--- config.mk ---
export PLATFORM = sky130hd
export DESIGN_NAME = afisaj_cronometru_flat
export DESIGN_NICKNAME = d
export VERILOG_FILES = /design/src/rtl/afisaj_cronometru_if.sv /design/src/rtl/afisaj_cronometru.sv /design/src/flat_wrapper.sv
export SDC_FILE = /design/constraint.sdc
export NUM_CORES = 1
export LEC_CHECK = 0
export CAP_MARGIN = 20
export CORE_MARGIN = 2
export CORE_UTILIZATION = 58
export CTS_CLUSTER_DIAMETER = 80
export DETAILED_ROUTE_END_ITERATION = 8
export PLACE_DENSITY = 0.8
export SETUP_SLACK_MARGIN = 0.5
export SLEW_MARGIN = 20
export SYNTH_ARGS = -nofsm -noshare
export SYNTH_HDL_FRONTEND = slang
export SYNTH_SLANG_ARGS = --single-unit
--- constraint.sdc ---
create_clock -name clk_out -period 2.75 [get_ports clk_out]
set_input_delay 0.275 -clock clk_out [delete_from_list [all_inputs] [get_ports clk_out]]
set_output_delay 0.275 -clock clk_out [all_outputs]
set_load 0.05 [all_outputs]
--- src/rtl/afisaj_cronometru_if.sv ---
// Bus between the stopwatch counters and the display stage: binary counter
// values in, multiplexed 7-segment drive and converter status out.
interface afisaj_cronometru_if;
    logic [5:0] sec_bin;
    logic [5:0] min_bin;
    logic [3:0] an;
    logic [6:0] seg;
    logic       dp;
    logic       conv_busy;

    // Counter / environment side: drives the binary values, watches the display.
    modport master (
        output sec_bin,
        output min_bin,
        input  an,
        input  seg,
        input  dp,
        input  conv_busy
    );

    // Display stage side.
    modport slave (
        input  sec_bin,
        input  min_bin,
        output an,
        output seg,
        output dp,
        output conv_busy
    );
endinterface

--- src/rtl/afisaj_cronometru.sv ---
// Stopwatch display stage: converts the seconds/minutes counters to BCD with a
// subtract-by-10 engine and scans four active-low 7-segment digits as MM.SS.
// Converted digits land in the display registers in a single cycle, so a digit
// pair is never shown half-updated.
module afisaj_cronometru #(
    parameter int REFRESH_DIV = 100000
) (
    input  logic                 clk_out,
    input  logic                 reset,
    afisaj_cronometru_if.slave   bus
);

    localparam int            CW       = (REFRESH_DIV > 1) ? $clog2(REFRESH_DIV) : 1;
    localparam logic [CW-1:0] CNT_LAST = CW'(REFRESH_DIV - 1);
    // Digit code 4'hA stands for a dash in the display registers.
    localparam logic [3:0]    DASH     = 4'hA;

    typedef enum logic [1:0] {IDLE, LOAD, CONV, DONE} state_t;

    state_t        state_q, state_d;
    logic [CW-1:0] cnt_q, cnt_d;
    logic [1:0]    idx_q, idx_d;
    logic          first_q, first_d;
    logic [3:0]    an_q, an_d;
    logic [6:0]    seg_q, seg_d;
    logic          dp_q, dp_d;

    logic          wrap;
    logic          req;
    logic [3:0]    digit;
    logic [1:0]    below10;

    // Channel 0 = seconds, channel 1 = minutes.
    logic [5:0]    chan_in    [2];
    logic [3:0]    disp_units [2];
    logic [3:0]    disp_tens  [2];

    assign chan_in[0] = bus.sec_bin;
    assign chan_in[1] = bus.min_bin;

    function automatic logic [6:0] seg_of(input logic [3:0] d);
        case (d)
            4'd0:    seg_of = 7'b1000000;
            4'd1:    seg_of = 7'b1111001;
            4'd2:    seg_of = 7'b0100100;
            4'd3:    seg_of = 7'b0110000;
            4'd4:    seg_of = 7'b0011001;
            4'd5:    seg_of = 7'b0010010;
            4'd6:    seg_of = 7'b0000010;
            4'd7:    seg_of = 7'b1111000;
            4'd8:    seg_of = 7'b0000000;
            4'd9:    seg_of = 7'b0010000;
            default: seg_of = 7'b0111111;
        endcase
    endfunction

    genvar gi;
    generate
        for (gi = 0; gi < 2; gi++) begin : g_chan
            logic [5:0] work_q, work_d;
            logic [3:0] tens_q, tens_d;
            logic       oor_q, oor_d;
            logic [3:0] units_disp_q, units_disp_d;
            logic [3:0] tens_disp_q, tens_disp_d;

            // Per-channel datapath: capture, repeated subtract-by-10, commit.
            always_comb begin
                work_d       = work_q;
                tens_d       = tens_q;
                oor_d        = oor_q;
                units_disp_d = units_disp_q;
                tens_disp_d  = tens_disp_q;
                case (state_q)
                    LOAD: begin
                        work_d = chan_in[gi];
                        tens_d = 4'd0;
                        oor_d  = (chan_in[gi] > 6'd59);
                    end
                    CONV: begin
                        if (work_q >= 6'd10) begin
                            work_d = work_q - 6'd10;
                            tens_d = tens_q + 4'd1;
                        end
                    end
                    DONE: begin
                        units_disp_d = oor_q ? DASH : work_q[3:0];
                        tens_disp_d  = oor_q ? DASH : tens_q;
                    end
                    default: ;
                endcase
            end

            // Per-channel registers; reset also drops any partial result.
            always_ff @(posedge clk_out) begin
                if (reset) begin
                    work_q       <= 6'd0;
                    tens_q       <= 4'd0;
                    oor_q        <= 1'b0;
                    units_disp_q <= 4'd0;
                    tens_disp_q  <= 4'd0;
                end else begin
                    work_q       <= work_d;
                    tens_q       <= tens_d;
                    oor_q        <= oor_d;
                    units_disp_q <= units_disp_d;
                    tens_disp_q  <= tens_disp_d;
                end
            end

            assign below10[gi]    = (work_q < 6'd10);
            assign disp_units[gi] = units_disp_q;
            assign disp_tens[gi]  = tens_disp_q;
        end
    endgenerate

    // Refresh counter, digit scan and conversion request.
    always_comb begin
        wrap    = (cnt_q == CNT_LAST);
        cnt_d   = wrap ? '0 : cnt_q + CW'(1);
        idx_d   = wrap ? idx_q + 2'd1 : idx_q;
        first_d = 1'b0;
        req     = first_q || (wrap && (idx_q == 2'd3));
    end

    // Conversion FSM next state.
    always_comb begin
        state_d = state_q;
        case (state_q)
            IDLE:    if (req) state_d = LOAD;
            LOAD:    state_d = CONV;
            CONV:    if (&below10) state_d = DONE;
            DONE:    state_d = IDLE;
            default: state_d = IDLE;
        endcase
    end

    // Digit select and segment decode for the registered display outputs.
    always_comb begin
        an_d  = 4'b1110;
        dp_d  = 1'b1;
        digit = disp_units[0];
        case (idx_q)
            2'd0: begin an_d = 4'b1110; digit = disp_units[0]; end
            2'd1: begin an_d = 4'b1101; digit = disp_tens[0];  end
            2'd2: begin an_d = 4'b1011; digit = disp_units[1]; dp_d = 1'b0; end
            2'd3: begin an_d = 4'b0111; digit = disp_tens[1];  end
            default: ;
        endcase
        seg_d = seg_of(digit);
    end

    // Control and output registers; first_q requests a conversion right after reset.
    always_ff @(posedge clk_out) begin
        if (reset) begin
            state_q <= IDLE;
            cnt_q   <= '0;
            idx_q   <= 2'd0;
            first_q <= 1'b1;
            an_q    <= 4'b1111;
            seg_q   <= 7'b1111111;
            dp_q    <= 1'b1;
        end else begin
            state_q <= state_d;
            cnt_q   <= cnt_d;
            idx_q   <= idx_d;
            first_q <= first_d;
            an_q    <= an_d;
            seg_q   <= seg_d;
            dp_q    <= dp_d;
        end
    end

    assign bus.an        = an_q;
    assign bus.seg       = seg_q;
    assign bus.dp        = dp_q;
    assign bus.conv_busy = (state_q != IDLE);

endmodule

--- src/flat_wrapper.sv ---
// flat-port wrapper written by rule: the top's interface ports become plain ports
module afisaj_cronometru_flat 
#(
    parameter int REFRESH_DIV = 100000
)
  (clk_out, reset, bus_sec_bin, bus_min_bin, bus_an, bus_seg, bus_dp, bus_conv_busy);
  afisaj_cronometru_if bus_i ();
  input  logic clk_out;
  input  logic reset;
  input wire logic [$bits(bus_i.sec_bin)-1:0] bus_sec_bin;
  input wire logic [$bits(bus_i.min_bin)-1:0] bus_min_bin;
  output wire logic [$bits(bus_i.an)-1:0] bus_an;
  output wire logic [$bits(bus_i.seg)-1:0] bus_seg;
  output wire logic [$bits(bus_i.dp)-1:0] bus_dp;
  output wire logic [$bits(bus_i.conv_busy)-1:0] bus_conv_busy;
  assign bus_i.sec_bin = bus_sec_bin;
  assign bus_i.min_bin = bus_min_bin;
  assign bus_an = bus_i.an;
  assign bus_seg = bus_i.seg;
  assign bus_dp = bus_i.dp;
  assign bus_conv_busy = bus_i.conv_busy;
  afisaj_cronometru #(.REFRESH_DIV(REFRESH_DIV)) u_core (.clk_out(clk_out), .reset(reset), .bus(bus_i));
endmodule
==> reports/qor.txt <==
CRITICAL PATH
-------------------------------------------------------------------------------------
Arr. time, crit path                                                          2.36 ns
Largest incremental delay on the critical path                                0.60 ns
Slowest stage cell, crit path                                            sky130_fd_sc_hd__or4_4
Endpoint required time on the critical path                                   3.02 ns
Peak fanout along the critical path                                                 5
Critical path startpoint                                                 u_core.cnt_q[8]
CP endpoint kind                                                            flip-flop
Depth of the most critical reg-to-reg path                                          4
CP Class                                                                 flip-flop to flip-flop
Worst r2r src                                                            u_core.cnt_q[8]
Critical Path, Cell by Cell                                              or4_1 > or4_4 > a211oi_4 > mux2i_1
Bufs and invs on worst path                                                         0
Crit start category                                                         flip-flop
Number of stages on the worst setup path                                            4
Dominant delay contributor by cell family on the critical path           simple AND/OR/NAND/NOR gates

TIMING
-------------------------------------------------------------------------------------
Hold Fails Final Rpt                                                                0
Unrepaired setup endpoints after global routing                                 false
Max-slew violations                                                                 0
Slew at the pin closest to its max-slew limit                                0.525 ns
Setup_tns                                                                        0 ns
Ratio of final minimum period to clock period                                   75.8%
Final clock skew                                                           0.00862 ns
Setup violators final                                                               0
Final critical path time including I/O delays and setup                       2.08 ns
Relative slew slack                                                             64.9%
Maximum clock frequency                                                       480 MHz

DRT
-------------------------------------------------------------------------------------
Detailed-route via count                                                         2894
Initial DRC count                                                                 204
Post-DR wirelength/cell                                                       14.7 µm
Detailed-router iteration count before antenna repair                               6
Remaining design rule violation count                                               0
Post-DR vias/cell                                                                5.88
Number of nets with antenna violations after detailed routing                       0
Final WL                                                                      7.22 mm

DIE
-------------------------------------------------------------------------------------
Die area                                                                     6360 µm²
Effective utilization at floorplan                                              60.4%
Horizontal extent of the die                                                  79.7 µm
Die H                                                                         79.7 µm
Num ports                                                                          27
Core Region                                                                  5510 µm²
Cell Rows                                                                          27

SYNTH
-------------------------------------------------------------------------------------
Number of enable flip-flop cells after synthesis                                    0
Yosys warns                                                                         0
Synth Instances                                                                   386
Most common flop cell mapped by yosys                                    sky130_fd_sc_hd__dfxtp_1
Mux share of post-synthesis cell area                                           1.24%
Synthesized area                                                             3330 µm²
Async SR Flop Fraction                                                             0%
Number of synthesized register bits                                                71
Mean area per synthesized cell                                               8.62 µm²
Synth Area in Simple Gates                                                      22.8%
Mapped Nets                                                                       417
Adder and majority gate portion of the synthesized area                         6.39%
Synth Area in Compound Gates                                                    18.7%
Dominant combinational cell family by area after synthesis               simple AND/OR/NAND/NOR gates
Number of distinct library cells after synthesis                                   49
Synthesized-area fraction occupied by xor and xnor cells                        4.21%
Post-synthesis sequential area ratio                                            42.7%

FINISH
-------------------------------------------------------------------------------------
Share of cells above drive strength 1                                           8.81%
Ant. Diodes                                                                         0
Commonest non-fill, non-tap cell in the layout                           sky130_fd_sc_hd__dfxtp_1
Most frequent cells in the layout                                        sky130_fd_sc_hd__dfxtp_1, sky130_fd_sc_hd__nor2_1, sky130_fd_sc_hd__a21oi_1
Final Util                                                                      71.1%
Net count, final                                                                  446
Area growth syn-to-layout                                                       17.6%

GLOBAL ROUTING
-------------------------------------------------------------------------------------
Antenna violations before repair                                                    0
Largest net degree at the start of global routing                                  45
GR Overflow Total                                                                   0
Overall Global Routing Usage                                                    23.7%
Number of global-route vias before repair                                        2543
Global-route wire length before repair                                        11.8 mm

POWER
-------------------------------------------------------------------------------------
Total power                                                                   2.83 mW
PD cells                                                                   723 nW/µm²
Lkg Pwr                                                                       1.40 nW
Max IR drop VDD                                                              0.400 mV

CTS
-------------------------------------------------------------------------------------
CTS H-Tree Depth                                                                    3
Hold Buf Count CTS                                                                  0
Root Driver                                                              sky130_fd_sc_hd__clkbuf_8
Clock latency on the worst-skew pair                                          0.35 ns
Maximum buffer depth of the clock tree                                              2
TritonCTS clock tree                                                            built
Clock-pin slew of the registers on the worst-case setup and hold paths        0.08 ns
Total CTS buffers                                                                   9
Sinks on the clock net                                                             71

JOB
-------------------------------------------------------------------------------------
Number of max-capacitance violations reported                                       0

PLACED DESIGN
-------------------------------------------------------------------------------------
Post-DP HPWL                                                                  4.77 mm
Final estimated routing congestion in global placement                          0.853
Number of port buffers                                                             26

OUTCOME
-------------------------------------------------------------------------------------
Status                                                                      completed

MIN PATH
-------------------------------------------------------------------------------------
Number of cells on the worst hold path                                              1
Worst min path class                                                     flip-flop to flip-flop
Critical hold path startpoint                                            u_core.cnt_q[0]

[timing repair]
action	in CTS	in global routing
setup endpoints to repair	4	4
pin swaps	0	3
resized for setup	4	4
buffers inserted	0	6
[per-layer routing]
metal | track usage, % | vias up | wire (µm)
met4 | 8.81 | 0 | 123
met2 | 37.6 | 85 | 3410
met5 | 0 | - | 0
li1 | - | 1442 | -
met3 | 6.79 | 13 | 389
met1 | 30.5 | 1354 | 3300
[synth_stat cells, types with 2 or more instances]
cell type | instances | area (µm²)
sky130_fd_sc_hd__nor3_1 | 4 | 20.0
sky130_fd_sc_hd__or4_1 | 4 | 30.0
sky130_fd_sc_hd__o211ai_1 | 3 | 22.5
sky130_fd_sc_hd__nand2b_1 | 10 | 62.6
sky130_fd_sc_hd__nor4_1 | 6 | 37.5
sky130_fd_sc_hd__a21oi_1 | 40 | 200
sky130_fd_sc_hd__nor2_1 | 51 | 191
sky130_fd_sc_hd__nand2_1 | 16 | 60.1
sky130_fd_sc_hd__a221oi_1 | 2 | 17.5
sky130_fd_sc_hd__a222oi_1 | 3 | 30.0
sky130_fd_sc_hd__nand3b_1 | 11 | 82.6
sky130_fd_sc_hd__buf_1 | 2 | 7.51
sky130_fd_sc_hd__ha_1 | 17 | 213
sky130_fd_sc_hd__a31oi_1 | 2 | 12.5
sky130_fd_sc_hd__o21a_1 | 3 | 22.5
sky130_fd_sc_hd__xnor2_1 | 12 | 105
sky130_fd_sc_hd__buf_2 | 2 | 10.0
sky130_fd_sc_hd__and3_1 | 6 | 37.5
sky130_fd_sc_hd__nand3_1 | 12 | 60.1
sky130_fd_sc_hd__xor2_1 | 4 | 35.0
sky130_fd_sc_hd__a21o_1 | 3 | 22.5
sky130_fd_sc_hd__inv_1 | 13 | 48.8
sky130_fd_sc_hd__a22oi_1 | 3 | 22.5
sky130_fd_sc_hd__nor2b_1 | 8 | 50.1
sky130_fd_sc_hd__and2_1 | 2 | 12.5
sky130_fd_sc_hd__o21ai_1 | 10 | 50.1
sky130_fd_sc_hd__o21ai_0 | 7 | 35.0
sky130_fd_sc_hd__dfxtp_1 | 71 | 1420
sky130_fd_sc_hd__inv_2 | 4 | 15.0
sky130_fd_sc_hd__o31ai_1 | 3 | 22.5
sky130_fd_sc_hd__mux2i_1 | 3 | 30.0
sky130_fd_sc_hd__clkbuf_1 | 11 | 41.3
sky130_fd_sc_hd__a211oi_1 | 11 | 82.6
sky130_fd_sc_hd__nand4_1 | 12 | 75.1
[area by class of cell]
type / count / area (µm²)
Tap cell: 72 / 90.1
Clock inverter: 7 / 97.6
Inverter: 17 / 63.8
Timing Repair Buffer: 34 / 319
Multi-Input combinational cell: 282 / 1800
Sequential cell: 71 / 1420
Fill cell: 439 / 1590
Clock buffer: 9 / 124
[kinds of logic (layout without fill, tap and decap cells)]
group	after synthesis	in the layout
buffers and inverters	33	67
DFF	71	71
and+or+nand+nor	147	147
xor gates and xnor gates	16	16
AOI/OAI and AO/OA	98	98
adders and majority gates	17	17
muxes	4	4
[through the flow]
| step | setup slack (ns) | instances | hold WS (ns) | area, µm² |
|---|---|---|---|---|
| finish | 0.665 | 492 | 0.474 | 3910 |
| global route | 0.482 | 492 | 0.500 | 3910 |
| CTS | 0.537 | 486 | 0.473 | 3860 |
| detailed placement | 0.413 | 470 | 0.452 | 3630 |
| global placement | 0.560 | 470 | 0.446 | 3630 |
| floorplan | 0.784 | 386 | 0.303 | 3330 |
[state kept, by name, indices dropped and copies added, names as in the netlist]
register / cells
u_core.state_q: 2
u_core.g_chan.oor_q: 2
u_core.bus.an: 3
u_core.first_q: 1
u_core.bus.seg: 7
u_core.g_chan.units_disp_q: 8
u_core.cnt_q: 17
u_core.g_chan.work_q: 12
u_core.g_chan.tens_disp_q: 8
u_core.g_chan.tens_q: 8
u_core.idx_q: 2
u_core.bus.dp: 1
[report_power, final]
| part | switching [mW] | total [mW] | internal [mW] |
|---|---|---|---|
| sequential | 0.106 | 1.24 | 1.13 |
| combinational | 0.421 | 0.671 | 0.250 |
| clock | 0.409 | 0.921 | 0.511 |
[final timing paths]
path	end	slack (ns)
setup / recovery	u_core.state_q[0]	0.67
hold / removal	u_core.cnt_q[0]	0.47
setup reg to reg	u_core.state_q[0]	0.67
hold reg to reg	u_core.cnt_q[0]	0.47
No activity file was read; power rests on OpenSTA's default activity.
==> RTL edit 1: new RTL, same flow settings <==
Re-encode `state_t` (4 states) as Gray code, 2 bits wide.
--- a/src/rtl/afisaj_cronometru.sv
+++ b/src/rtl/afisaj_cronometru.sv
@@ -16,5 +16,5 @@
     localparam logic [3:0]    DASH     = 4'hA;
 
-    typedef enum logic [1:0] {IDLE, LOAD, CONV, DONE} state_t;
+    typedef enum logic [1:0] {IDLE = 2'b00, LOAD = 2'b01, CONV = 2'b11, DONE = 2'b10} state_t;
 
     state_t        state_q, state_d;
Formal check against the unedited RTL: no difference found for any inputs over 10 cycles, from zero or initial values and one cycle with reset high; not proved beyond that.
==> RTL edit 1 against the original RTL <==
Hold slack got worse by 13 ps; worst setup slack improved by 8.9 ps; global-route usage rose by 0.58 points; largest cell class unchanged; routed wire length fell by 0.46%; synthesized area fell by 1.1%; final area fell by 2.0%; sequential cell count did not move.
Power is not compared: it rests on default switching activity, and its combinational part moved more than twofold at a synthesized area within 25%.
==> RTL edit 1: results (changes against the original RTL) <==
Global routing
  • Met3 Use GR: 3.86% (was 6.79%)
  • Total GRT Usage: 24.2% (was 23.7%)
  • First-pass GRT wire length: 12000 um (was 11800 um)
  • Met2 usage: 38.8% (was 37.6%)
  • Pin count of the biggest net entering global routing: 25 (was 45)

Routing
  • Iter 0 DRT Violations: 272 (was 204)
  • Met3 Wirelength: 331 um (was 389 um)
  • Post-route met1 wirelength: 3320 um (was 3300 um)
  • Via count: 2886 (was 2894)
  • Avg Vias per Cell: 5.94 (was 5.88)

Yosys
  • Most instantiated cells after synthesis: dfxtp_1, nor2_1, nand2_1 (was dfxtp_1, nor2_1, a21oi_1)
  • Top cells by area, synth: dfxtp_1, nor2_1, a21oi_1 (was dfxtp_1, ha_1, a21oi_1)
  • Area share of xor/xnor cells in the synthesized design: 4.26% (was 4.21%)
  • Adder-Cell Fraction of Synth Area: 4.56% (was 6.39%)
  • Post-synthesis sequential area ratio: 43.2% (was 42.7%)
  • Synth Area in Compound Gates: 15.9% (was 18.7%)

Placed design
  • Dpl hpwl: 4910 um (was 4770 um)
  • Pre-CTS setup slack: 541 ps (was 413 ps)

Cells and area
  • Fraction of layout cells with a size suffix above 1: 7.49% (was 8.81%)
  • Clock Buffer Count: 10 (was 9)
  • Clock buffers and inverters, area share: 6.39% (was 5.66%)
  • FILL cells: 420 (was 439)
  • Area taken by flip-flops and latches: 1420 sq um (about the same)
  • Fin nets: 435 (was 446)
  • Multi-input logic area: 1690 sq um (was 1800 sq um)
  • Inverters: 23 (was 17)

Worst setup path
  • Max incr delay on CP: 390 ps (was 600 ps)
  • Worst Reg-to-Reg Cells: 8 (was 4)
  • Worst setup endpoint: u_core.bus.seg[2]$_SDFF_PP1_ (was u_core.state_q[0]$_SDFFE_PP0P_)
  • R2r startpoint: u_core.idx_q[0]$_SDFFE_PP0N_ (was u_core.cnt_q[8]$_SDFF_PP0_)
  • Worst EP arrival: 2310 ps (was 2360 ps)
  • Slowest cell on the critical path: a222oi_1 (was or4_4)
  • Crit path max-delay family: compound AO/OA/AOI/OAI gates (was simple AND/OR/NAND/NOR gates)
  • Worst Setup SP: u_core.idx_q[0]$_SDFFE_PP0N_ (was u_core.cnt_q[8]$_SDFF_PP0_)
  • Worst-path fanout max: 8 (was 5)

Min path
  • Min-delay src: u_core.g_chan[0].tens_disp_q[0]$_SDFFE_PP0N_ (was u_core.cnt_q[0]$_SDFF_PP0_)
  • Hold Path End: u_core.g_chan[0].tens_disp_q[0]$_SDFFE_PP0N_ (was u_core.cnt_q[0]$_SDFF_PP0_)
  • Hold path cells: 2 (was 1)

Timing
  • Max Clock Skew: 11.2 ps (was 8.62 ps)
  • Slew headroom: 39.9% (was 64.9%)
  • Hold WS: 461 ps (was 474 ps)

Outcome
  • Outcome: completed (unchanged)
==> RTL edit 1: cell count changes in the layout (fill, tap and decap cells not counted), moves of 4 or more <==
cell | before | now
or3_1 | 1 | 7
inv_1 | 13 | 22
nor2_1 | 51 | 41
nand2b_1 | 10 | 4
and3_1 | 6 | 2
o21ai_0 | 7 | 15
nand2_1 | 16 | 31
nand3b_1 | 11 | 6
inv_2 | 4 | 0
o21ai_1 | 9 | 0
a211oi_1 | 11 | 7
nor3_1 | 4 | 21
a21oi_1 | 39 | 30
==> RTL edit 1: power breakdown <==
part           internal [mW]  total, mW  switching [mW]
logic                  0.102      0.276           0.174
registers               1.07       1.10          0.0277
clock network          0.624       1.02           0.394
==> RTL edit 1: what timing repair did <==
action	in CTS	in global routing
endpoints found under the hold margin	0	0
gates resized for setup	0	6
buffers inserted	0	0
endpoints found under the setup margin	0	23
==> RTL edit 2: new RTL, config.mk and constraints unchanged <==
Made on the original files. `REFRESH_DIV` is set to 100000 in 2 places; all go to 200000.
--- a/src/rtl/afisaj_cronometru.sv
+++ b/src/rtl/afisaj_cronometru.sv
@@ -4,5 +4,5 @@
 // pair is never shown half-updated.
 module afisaj_cronometru #(
-    parameter int REFRESH_DIV = 100000
+    parameter int REFRESH_DIV = 200000
 ) (
     input  logic                 clk_out,
--- a/src/flat_wrapper.sv
+++ b/src/flat_wrapper.sv
@@ -2,5 +2,5 @@
 module afisaj_cronometru_flat 
 #(
-    parameter int REFRESH_DIV = 100000
+    parameter int REFRESH_DIV = 200000
 )
   (clk_out, reset, bus_sec_bin, bus_min_bin, bus_an, bus_seg, bus_dp, bus_conv_busy);
Behaviour: no difference found for any inputs over 10 cycles, from zero or initial values and one cycle with reset high; that may be too few to reach the edited logic, so the function may still have changed.
==> RTL edit 2 against the original RTL <==
Total power grew 7.0%; synthesized area shrank 0.71%; routed wire length shrank 9.8%; sequential cell count grew 1; hold slack lost 30 ps; worst setup slack lost 15 ps; final area shrank 2.6%; critical path type unchanged; critical endpoint is now u_core.bus.seg[5]$_SDFF_PP1_; largest cell class unchanged; largest power group unchanged.
==> RTL edit 2: results (changes against the original RTL) <==
Yosys
  • Synth Warn #: 0 (unchanged)
  • Mapped Nets: 412 (was 417)
  • Most instantiated cells after synthesis: dfxtp_1, nor2_1, a21oi_1 (unchanged)
  • Number of synthesized flops with an enable pin: 0 (unchanged)
  • Netlist cell types: 47 (was 49)
  • Post-synthesis sequential area ratio: 43.6% (was 42.7%)
  • Post-Synthesis Cells: 381 (was 386)
  • Synth async-reset ratio: 0% (unchanged)
  • Top cells by area, synth: dfxtp_1, nor2_1, ha_1 (was dfxtp_1, ha_1, a21oi_1)

CTS
  • Worst-path clk slew: ~70 ps
  • CTS root buf: clkbuf_8 (unchanged)
  • Clk buf depth: 2 (unchanged)
  • CTS H-tree depth: 3 (unchanged)
  • Clock Latency Late Sink: 350 ps (about the same)
  • CTS Buf Count: 9 (unchanged)

Routing
  • Iter 0 DRT Violations: 132 (was 204)
  • Wire per inst: 13.5 um (was 14.7 um)
  • Via count: 2684 (was 2894)
  • DRC: 0 (unchanged)
  • WL final: 6520 um (was 7220 um)
  • Drt first pass iters: 5 (was 6)

Worst setup path
  • Max incr delay on CP: 390 ps (was 600 ps)
  • Worst-path fanout max: 5 (unchanged)
  • Crit path launch type: flop (unchanged)
  • Worst EP arrival: 2330 ps (was 2360 ps)
  • Crit path max-delay family: compound AO/OA/AOI/OAI gates (was simple AND/OR/NAND/NOR gates)
  • Slowest cell on the critical path: dfxtp_1 (was or4_4)
  • R2R setup slack: around 650 ps
  • R2r startpoint: u_core.idx_q[1]$_SDFFE_PP0N_ (was u_core.cnt_q[8]$_SDFF_PP0_)

Power
  • Max rail drop VDD: 482 uV (was 400 uV)
  • P_leak: 1.41 nW (was 1.40 nW)

Cells and area
  • FILL cells: 426 (was 439)
  • Diode count: 0 (unchanged)
  • Top flop regs: u_core.cnt_q (18), u_core.g_chan.work_q (12) (was u_core.cnt_q (17), u_core.g_chan.work_q (12))
  • Fraction of layout cells with a size suffix above 1: 7.32% (was 8.81%)
  • Fin nets: 437 (was 446)

Placed design
  • Dpl hpwl: 4540 um (was 4770 um)
  • DP Cell Count: 467 (was 470)
  • Port bufs: 26 (unchanged)
  • GPL Wtd Cong: 0.845 (was 0.853)

Timing
  • Max Clock Skew: 9.08 ps (was 8.62 ps)
  • Slew @ Worst Pin: 933 ps (was 525 ps)

Min path
  • Hold Path Class: input pin to flop (was flop to flop)
  • Min-delay src: reset (was u_core.cnt_q[0]$_SDFF_PP0_)

Global routing
  • Initial antenna violation count: 0 (unchanged)
  • Total GRT Usage: 22.4% (was 23.7%)
  • Vias in the first global route: 2427 (was 2543)
  • Pin count of the biggest net entering global routing: 54 (was 45)
  • First-pass GRT wire length: 11100 um (was 11800 um)

Outcome
  • Outcome: completed (unchanged)

Job
  • MaxCap Viol Count: 0 (unchanged)
-- RTL edit 2: cell count changes after synthesis, moves of 6 or more --
cell,delta
and3_1,-6
nor2_1,+16
xor2_1,+9
nand2_1,+7
o21ai_1,-10
inv_1,+6
a21oi_1,-16
-- RTL edit 2: final cells by class --
| type | count | area (sq um) | share of cell area, % |
|---|---|---|---|
| clock buffer | 12 | 145 | 3.81 |
| clock inverter | 3 | 42.5 | 1.12 |
| inverter | 19 | 71.3 | 1.87 |
| multi-input combinational | 274 | 1730 | 45.5 |
| sequential | 72 | 1440 | 37.8 |
| tap | 72 | 90.1 | 2.36 |
| timing repair buffer | 30 | 288 | 7.55 |
-- RTL edit 2: metal layers --
metal | track usage, % | vias to the layer above | wire (um)
li1 | - | 1377 | -
met1 | 29.7 | 1216 | 3100
met2 | 34.8 | 78 | 2980
met3 | 4.75 | 13 | 317
met4 | 10.5 | 0 | 117
met5 | 0 | - | 0
-- RTL edit 2: kinds of logic (layout without fill, tap and decap cells) --
family / after synthesis / count (layout) / synth area share (%)
mux: 5 / 5 / 1.59
xor+xnor: 20 / 20 / 5.30
simple gates: 155 / 155 / 22.9
fa+ha+maj: 17 / 17 / 6.44
flops: 72 / 72 / 43.6
buf+inv: 35 / 64 / 4.47
compound gates: 77 / 77 / 15.6
-- RTL edit 2: final timing paths --
kind,depth (start not counted),to
worst max-delay path,8,u_core.bus.seg[5]$_SDFF_PP1_
worst min-delay path,2,u_core.first_q$_DFF_P_
worst max register to register,8,u_core.bus.seg[5]$_SDFF_PP1_
worst min register to register,2,u_core.g_chan[1].tens_disp_q[2]$_SDFFE_PP0N_
-- RTL edit 2: what timing repair did --
item | in CTS | in global routing
hold buffers | 0 | 0
buffers inserted | 0 | 0
resized for setup | 0 | 9
endpoints found under the setup margin | 0 | 26
-- RTL edit 2: per-stage QoR --
step / hold WS, ps / worst slack [ps] / area [sq um]
after floorplan: 303 / 880 / 3300
after global placement: 446 / 705 / 3600
after detailed placement: 460 / 618 / 3600
after CTS: 440 / 533 / 3790
after global routing: 473 / 513 / 3810
final: 444 / 650 / 3810
-- RTL edit 2: report_power, final --
group	internal, mW	switching (mW)	total [mW]
clock	0.438	0.376	0.814
combinational	0.343	0.570	0.913
sequential	1.18	0.120	1.30
total	1.96	1.07	3.03
